<file path="src/rtl/vga_timing_gen.sv">
// VGA raster timing: pixel-rate divider, H/V position counters, registered sync/blank decode.
// Define VGA_FRAME_COUNT_EN to add the 16-bit frame_count output.
module vga_timing_gen #(
    parameter int H_VISIBLE = 640,
    parameter int H_FRONT   = 16,
    parameter int H_SYNC    = 96,
    parameter int H_BACK    = 48,
    parameter int V_VISIBLE = 480,
    parameter int V_FRONT   = 10,
    parameter int V_SYNC    = 2,
    parameter int V_BACK    = 33,
    parameter int CLK_DIV   = 2,
    parameter bit SYNC_POL  = 1'b0
) (
    input  logic        clk,
    input  logic        rst_n,
    input  logic        en,
    output logic        pixel_tick,
    output logic [15:0] H_Counter_Value,
    output logic [15:0] V_Counter_Value,
    output logic        hsync,
    output logic        vsync,
    output logic        video_on,
`ifdef VGA_FRAME_COUNT_EN
    output logic [15:0] frame_count,
`endif
    output logic        frame_start
);

    localparam int H_TOTAL = H_VISIBLE + H_FRONT + H_SYNC + H_BACK;
    localparam int V_TOTAL = V_VISIBLE + V_FRONT + V_SYNC + V_BACK;
    localparam int DIV_W   = (CLK_DIV > 1) ? $clog2(CLK_DIV) : 1;

    localparam logic [DIV_W-1:0] DIV_LAST = DIV_W'(CLK_DIV - 1);
    localparam logic [15:0] H_LAST  = 16'(H_TOTAL - 1);
    localparam logic [15:0] V_LAST  = 16'(V_TOTAL - 1);
    localparam logic [15:0] H_VIS   = 16'(H_VISIBLE);
    localparam logic [15:0] V_VIS   = 16'(V_VISIBLE);
    localparam logic [15:0] HS_LO   = 16'(H_VISIBLE + H_FRONT);
    localparam logic [15:0] HS_HI   = 16'(H_VISIBLE + H_FRONT + H_SYNC - 1);
    localparam logic [15:0] VS_LO   = 16'(V_VISIBLE + V_FRONT);
    localparam logic [15:0] VS_HI   = 16'(V_VISIBLE + V_FRONT + V_SYNC - 1);

    logic [DIV_W-1:0] div_reg, div_next;
    logic [15:0]      h_reg, h_next, v_reg, v_next;
    logic             tick_reg, tick_next;
    logic             fs_reg, fs_next;
    logic             hsync_reg, hsync_next;
    logic             vsync_reg, vsync_next;
    logic             video_reg, video_next;
    logic             step, h_wrap, v_wrap;

    always_comb begin
        step       = en && (div_reg == DIV_LAST);
        h_wrap     = (h_reg == H_LAST);
        v_wrap     = (v_reg == V_LAST);
        div_next   = div_reg;
        h_next     = h_reg;
        v_next     = v_reg;
        if (en) begin
            div_next = (div_reg == DIV_LAST) ? '0 : div_reg + DIV_W'(1);
        end
        if (step) begin
            if (h_wrap) begin
                h_next = '0;
                v_next = v_wrap ? '0 : v_reg + 16'd1;
            end else begin
                h_next = h_reg + 16'd1;
            end
        end
        // Decode from the next position so sync/blank move on the same edge as H/V.
        tick_next  = en && (div_next == DIV_LAST);
        fs_next    = step && h_wrap && v_wrap;
        hsync_next = ((h_next >= HS_LO) && (h_next <= HS_HI)) ? SYNC_POL : ~SYNC_POL;
        vsync_next = ((v_next >= VS_LO) && (v_next <= VS_HI)) ? SYNC_POL : ~SYNC_POL;
        video_next = (h_next < H_VIS) && (v_next < V_VIS);
    end

    always_ff @(posedge clk or negedge rst_n) begin
        if (!rst_n) begin
            div_reg   <= '0;
            h_reg     <= '0;
            v_reg     <= '0;
            tick_reg  <= 1'b0;
            fs_reg    <= 1'b0;
            hsync_reg <= ~SYNC_POL;
            vsync_reg <= ~SYNC_POL;
            video_reg <= 1'b1;
        end else begin
            div_reg   <= div_next;
            h_reg     <= h_next;
            v_reg     <= v_next;
            tick_reg  <= tick_next;
            fs_reg    <= fs_next;
            hsync_reg <= hsync_next;
            vsync_reg <= vsync_next;
            video_reg <= video_next;
        end
    end

`ifdef VGA_FRAME_COUNT_EN
    logic [15:0] frame_count_reg;

    always_ff @(posedge clk or negedge rst_n) begin
        if (!rst_n) begin
            frame_count_reg <= '0;
        end else if (fs_next) begin
            frame_count_reg <= frame_count_reg + 16'd1;
        end
    end

    assign frame_count = frame_count_reg;
`endif

    assign pixel_tick      = tick_reg;
    assign frame_start     = fs_reg;
    assign H_Counter_Value = h_reg;
    assign V_Counter_Value = v_reg;
    assign hsync           = hsync_reg;
    assign vsync           = vsync_reg;
    assign video_on        = video_reg;

endmodule

</file>
<file path="config.mk">
export PLATFORM = sky130hd
export DESIGN_NAME = vga_timing_gen
export DESIGN_NICKNAME = d
export VERILOG_FILES = /design/src/rtl/vga_timing_gen.sv
export SDC_FILE = /design/constraint.sdc
export NUM_CORES = 1
export LEC_CHECK = 0
export ABC_CLOCK_PERIOD_IN_PS = 4200
export CORE_MARGIN = 4
export CORE_UTILIZATION = 49
export DETAILED_ROUTE_END_ITERATION = 16
export HOLD_SLACK_MARGIN = 0.08
export PLACE_DENSITY_LB_ADDON = 0.3
export SYNTH_ARGS = -nofsm -noshare
export SYNTH_HDL_FRONTEND = slang
export SYNTH_SLANG_ARGS = --single-unit
</file>
<file path="constraint.sdc">
create_clock -name clk -period 4.2 [get_ports clk]
set_input_delay 0.63 -clock clk [delete_from_list [all_inputs] [get_ports clk]]
set_output_delay 0.63 -clock clk [all_outputs]
set_load 0.01 [all_outputs]
</file>
* Yosys cells after proc, flatten, opt, wreduce, memory -nomap -nowiden
Index checks and enable logic that the tools add are counted. W data, S select, Z words.
Storage, ports and cells: flip-flop bits (word level) 38, input bits 3, output and inout port bits 37, logic and storage cells 35
Operators by class: add/sub/neg operators 3, order comparisons 6, equality and inequality tests 2, multiplexer cells 9, reduce and logical (&&, ||, !) cells 7
Operators with widths (number):
- $mux W16 | 5
- $add A16 B1 Y16 const B | 2
- $eq A16 B10 Y1 const B | 2
- $ge A16 B10 Y1 const B | 1
- $ge A16 B9 Y1 const B | 1
- $le A16 B10 Y1 const B | 1
- $le A16 B9 Y1 const B | 1
- $lt A16 B10 Y1 const B | 1
- $lt A16 B9 Y1 const B | 1
- $logic_and A1 B1 Y1 | 7
- $mux W1 | 4
- $add A1 B1 Y1 const B | 1

* Depth between registers and ports, before layout
word-level depth 7, gate-level depth with buffers 10, gate-level depth less buffers 8

* Worst setup path after synthesis
Ideal clock, no wire load.
path type reg2reg, start reg h_reg[0], in the netlist H_Counter_Value[0], end reg vsync_reg, in the netlist vsync, library setup time 0.086 ns, arrival 2.716 ns, required time 4.114 ns, setup slack 1.398 ns, cell stages (with the launch flop) 9, buffers on the path 1, period minus slack after synthesis 2.802 ns, cell sequence dfrtp_1 -> ha_1 -> or4b_4 -> or4_1 -> buf_2 -> or4_1 -> a21oi_1 -> and4_1 -> nand3_1
On the way: longest elaborated chain between the ends 6, elaborated cells on any way between the ends 7, classes of those cells order compare (2); eq/ne (1); mux (3); reduce/logical (1)
RTL lines:
- start: declaration | line 45 | logic [15:0] h_reg, h_next, v_reg, v_next;
- start signal: assignment | line 91 | h_reg <= h_next;
- $eq A16 B10 Y1 (*) | line 55 | h_wrap = (h_reg == H_LAST);
- $mux W16 (*) | line 64 | if (h_wrap) begin
- $mux W16 (*) | line 63 | if (step) begin
- $ge A16 B9 Y1 / $le A16 B9 Y1 (equally long branches) | line 75 | vsync_next = ((v_next >= VS_LO) && (v_next <= VS_HI)) ? SYNC_POL : ~SYNC_POL;
- $logic_and A1 B1 Y1 (*) | line 75
- $mux W1 (*) | line 75
- via vsync_next | line 49 | logic vsync_reg, vsync_next;
- end signal: assignment | line 87 | vsync_reg <= ~SYNC_POL;
- end signal: assignment | line 96 | vsync_reg <= vsync_next;
- end: declaration | line 49
The timed path passes the listed nets; every way through them passes the cells marked *.

* Worst setup path in the final report
start in en, end reg video_reg, in the netlist video_on
On the way: longest elaborated chain between the ends 4, elaborated cells on any way between the ends 6, classes of those cells order compare (2); mux (2); reduce/logical (2)
RTL lines:
- start: declaration | line 17 | input logic en,
- $logic_and A1 B1 Y1 (*) | line 54 | step = en && (div_reg == DIV_LAST);
- $mux W16 | line 63
- $lt A16 B10 Y1 / $lt A16 B9 Y1 (equally long branches) | line 76 | video_next = (h_next < H_VIS) && (v_next < V_VIS);
- $logic_and A1 B1 Y1 (*) | line 76
- via video_next | line 50 | logic video_reg, video_next;
- end signal: assignment | line 97 | video_reg <= video_next;
- end: declaration | line 50
Marked as above.

==> flow_summary.yaml <==
die:
  pin_count: 40
  die_x_um: 72.1
  initial_core_util_pct: 50.6
  dieArea_um2: 5190
  core_um2: 3970
  die_h_um: 72.1
  num_rows: 23
clocking:
  clock_sinks: 38
  clk_latency_ps: 300
  post_cts_buffers: 0
  cts_buffer_depth: 2
  cts_tree: "yes"
  hold_buffers: 0
  cts.clk_slew.worst_paths_ps: 90
  cts_made_buffers: 5
  cts_root_buf: "clkbuf_8"
  htree_levels: 2
  cts-resized-gates: 0
global_route:
  grt_pass1_vias: 1618
  grt_max_degree: 39
  antenna_found_initial: 0
  gr-total-overflow: 0
  track_usage_pct: 19.9
  grt_pass1_wl_um: 8000
logic_synthesis:
  yosysSeqAreaShare_pct: 47.5
  synth_cell_type_count: 40
  ys_seq_elements: 38
  syn_inst: 204
  synth.avg_cell_area_um2: 9.86
  synth-async-reset-ratio_pct: 100
  synth_edf_count: 0
  yosys_most_used_dff: "dfrtp_1"
  netlist_area_um2: 2010
  synth-warning-count: 0
  syn_nets: 212
power:
  power_switching_w: 0.000251
  netSwitchingFraction_pct: 26.1
  leakagePower_nw: 1.07
  power_density_nw_per_um2: 373
  worst_ir_drop_vdd_mv: 0.284
  seqPwrFrac_pct: 45.4
  clockPowerShare_pct: 39.7
  power_frac_comb_pct: 14.9
  intPower_w: 0.000712
sta:
  worstMarginPinSlew_ps: 841
  setup_viol_count_final: 0
  worst_slack_ps: 753
  slew_violations: 0
  relSlewSlack_pct: 43.9
  post-route-period-util_pct: 82.1
  tns_ps: 0
  timing.fmax_mhz: 290
  min_period_ps: 3450
  grt_setup_unrepaired: "false"
  skew_ps: 11.2
  hold_violations: 0
flow_run:
  maxCapViolCount: 0
detailed_routing:
  wl_per_cell_um: 15.5
  vias: 1710
  drtIter0Drc: 97
  routed_wl_um: 4580
  drc: 0
  drtPass1Iterations: 4
  via_per_inst: 5.78
  final_antenna_net_count: 0
placed_design:
  gp_congestion: 0.863
  placed_cells: 288
  dp_hpwl_um: 3250
  io_buffers: 39
  place_ws_ps: 448
setup_path:
  max_stage_delay_ps: 790
  crit_slowest_cell: "or4_1"
  cp_max_fo: 11
  crit_path_cell_trace: "clkdlybuf4s50_1 -> ha_1 -> nand4_1 -> or4_1 -> o31ai_1 -> a21oi_1 -> and4_1 -> nor4b_1"
  worst-path-buf-inv: 1
  critPathRequiredTime_ps: 4400
  ff2ff_setup_slack_ps: 1170
  path_class: "input pin to register"
  startpoint_type: "input pin"
  worstPathArrival_ps: 3650
  critPathTopFamily: "simple AND/OR/NAND/NOR gates"
  worst_setup_path_end_kind: "register"
final_layout:
  n_fill_cell: 324
  final_layout_size_suffix_gt1_share_pct: 7.32
  final_cell_count_no_fill: 296
  diodes: 0
  area_growth_pct: 28.3
  fin_nets: 253
worst_hold_path:
  hold_path.class: "input pin to async pin"
status:
  outcome: "completed"
[power by group through the flow]
stage / combinational [W] / sequential, W / clock (W)
6_report: 0.000144 / 0.000437 / 0.000382
5_1_grt: 0.000161 / 0.000445 / 0.000405
4_1_cts: 0.000147 / 0.000437 / 0.000383
3_5_place_dp: 0.000146 / 0.000443 / 0
3_3_place_gp: 0.000140 / 0.000444 / 0
2_1_floorplan: 0.0000564 / 0.000450 / 0
[layout by cell type (no fill, tap or decap), drive strengths merged, types with 2 or more instances in the layout]
cell type and instances:
nand3 11, mux2i 2, nor4b 5, a31oi 3, xor2 7, nand2 20
dfrtp 35, bufinv 2, clkbuf 5, clkdlybuf4s50 38, nor2 11, and4 3
a21oi 3, o21ai 9, a211o 2, nor3 9, nand2b 4, a22o 2
or4 3, inv 9, o31ai 3, buf 2, and3 6, and2 2
nor4 6, ha 5, or3 3, nand4 8, xnor2 13, dfstp 3
[synthesized netlist by cell type, types with 5 or more instances]
cell type / number / area, um^2
xor2_1: 7 / 61.3
nand4_1: 8 / 50.1
nand3_1: 11 / 55.1
nor3_1: 9 / 45.0
xnor2_1: 13 / 114
nor2_1: 11 / 41.3
and3_1: 6 / 37.5
nand2_1: 20 / 75.1
ha_1: 5 / 62.6
o21ai_0: 9 / 45.0
clkbuf_1: 5 / 18.8
dfrtp_1: 35 / 876
nor4b_1: 5 / 43.8
inv_1: 9 / 33.8
[metal layers]
layer  up-vias  GRT usage [%]  wire length (um)
met4         0           8.98                93
met3         7           4.57               294
met2        63           29.7              2100
met1       813           27.6              2090
met5         -              0                 0
li1        827              -                 -
[stage by stage]
| step | total power, W | util [%] | hold slack (ps) | cell area, um^2 |
|---|---|---|---|---|
| 2_1_floorplan | 0.000506 | - | 334 | 2010 |
| 3_3_place_gp | 0.000584 | 61.5 | 545 | 2440 |
| 3_5_place_dp | 0.000589 | 61.5 | 543 | 2440 |
| 4_1_cts | 0.000966 | 65.0 | 451 | 2580 |
| 5_1_grt | 0.00101 | 65.0 | 487 | 2580 |
| 6_report | 0.000963 | 65.0 | 433 | 2580 |
[area by class of cell]
class,instances,area (um^2),area share (%)
multi-input cells,151,998,38.7
flip-flops and latches,38,955,37.0
repair buffers,40,393,15.2
clock buffers,5,68.8,2.67
clock inverters,3,68.8,2.67
well taps,50,62.6,2.42
inverters,9,33.8,1.31
[path summary, 6_finish.rpt]
path                       depth (start not counted)           startpoint             endpoint
setup / recovery                                   8                   en             video_on
hold / removal                                     1                rst_n   V_Counter_Value[9]
setup reg to reg                                   7   H_Counter_Value[0]             video_on
hold reg to reg                                    1  H_Counter_Value[12]  H_Counter_Value[12]
max in group asynchronous                          1                rst_n  H_Counter_Value[13]
min in group clk                                   1  H_Counter_Value[12]  H_Counter_Value[12]
[logic make-up after synthesis]
| logic type | share of synthesized area, % |
|---|---|
| and+or+nand+nor | 28.3 |
| adders and majority gates | 3.11 |
| buffers and inverters | 2.86 |
| DFF | 47.5 |
| muxes | 1.56 |
| xor gates and xnor gates | 8.71 |
| AOI/OAI and AO/OA | 7.97 |
No activity file was read; power rests on OpenSTA's default activity.
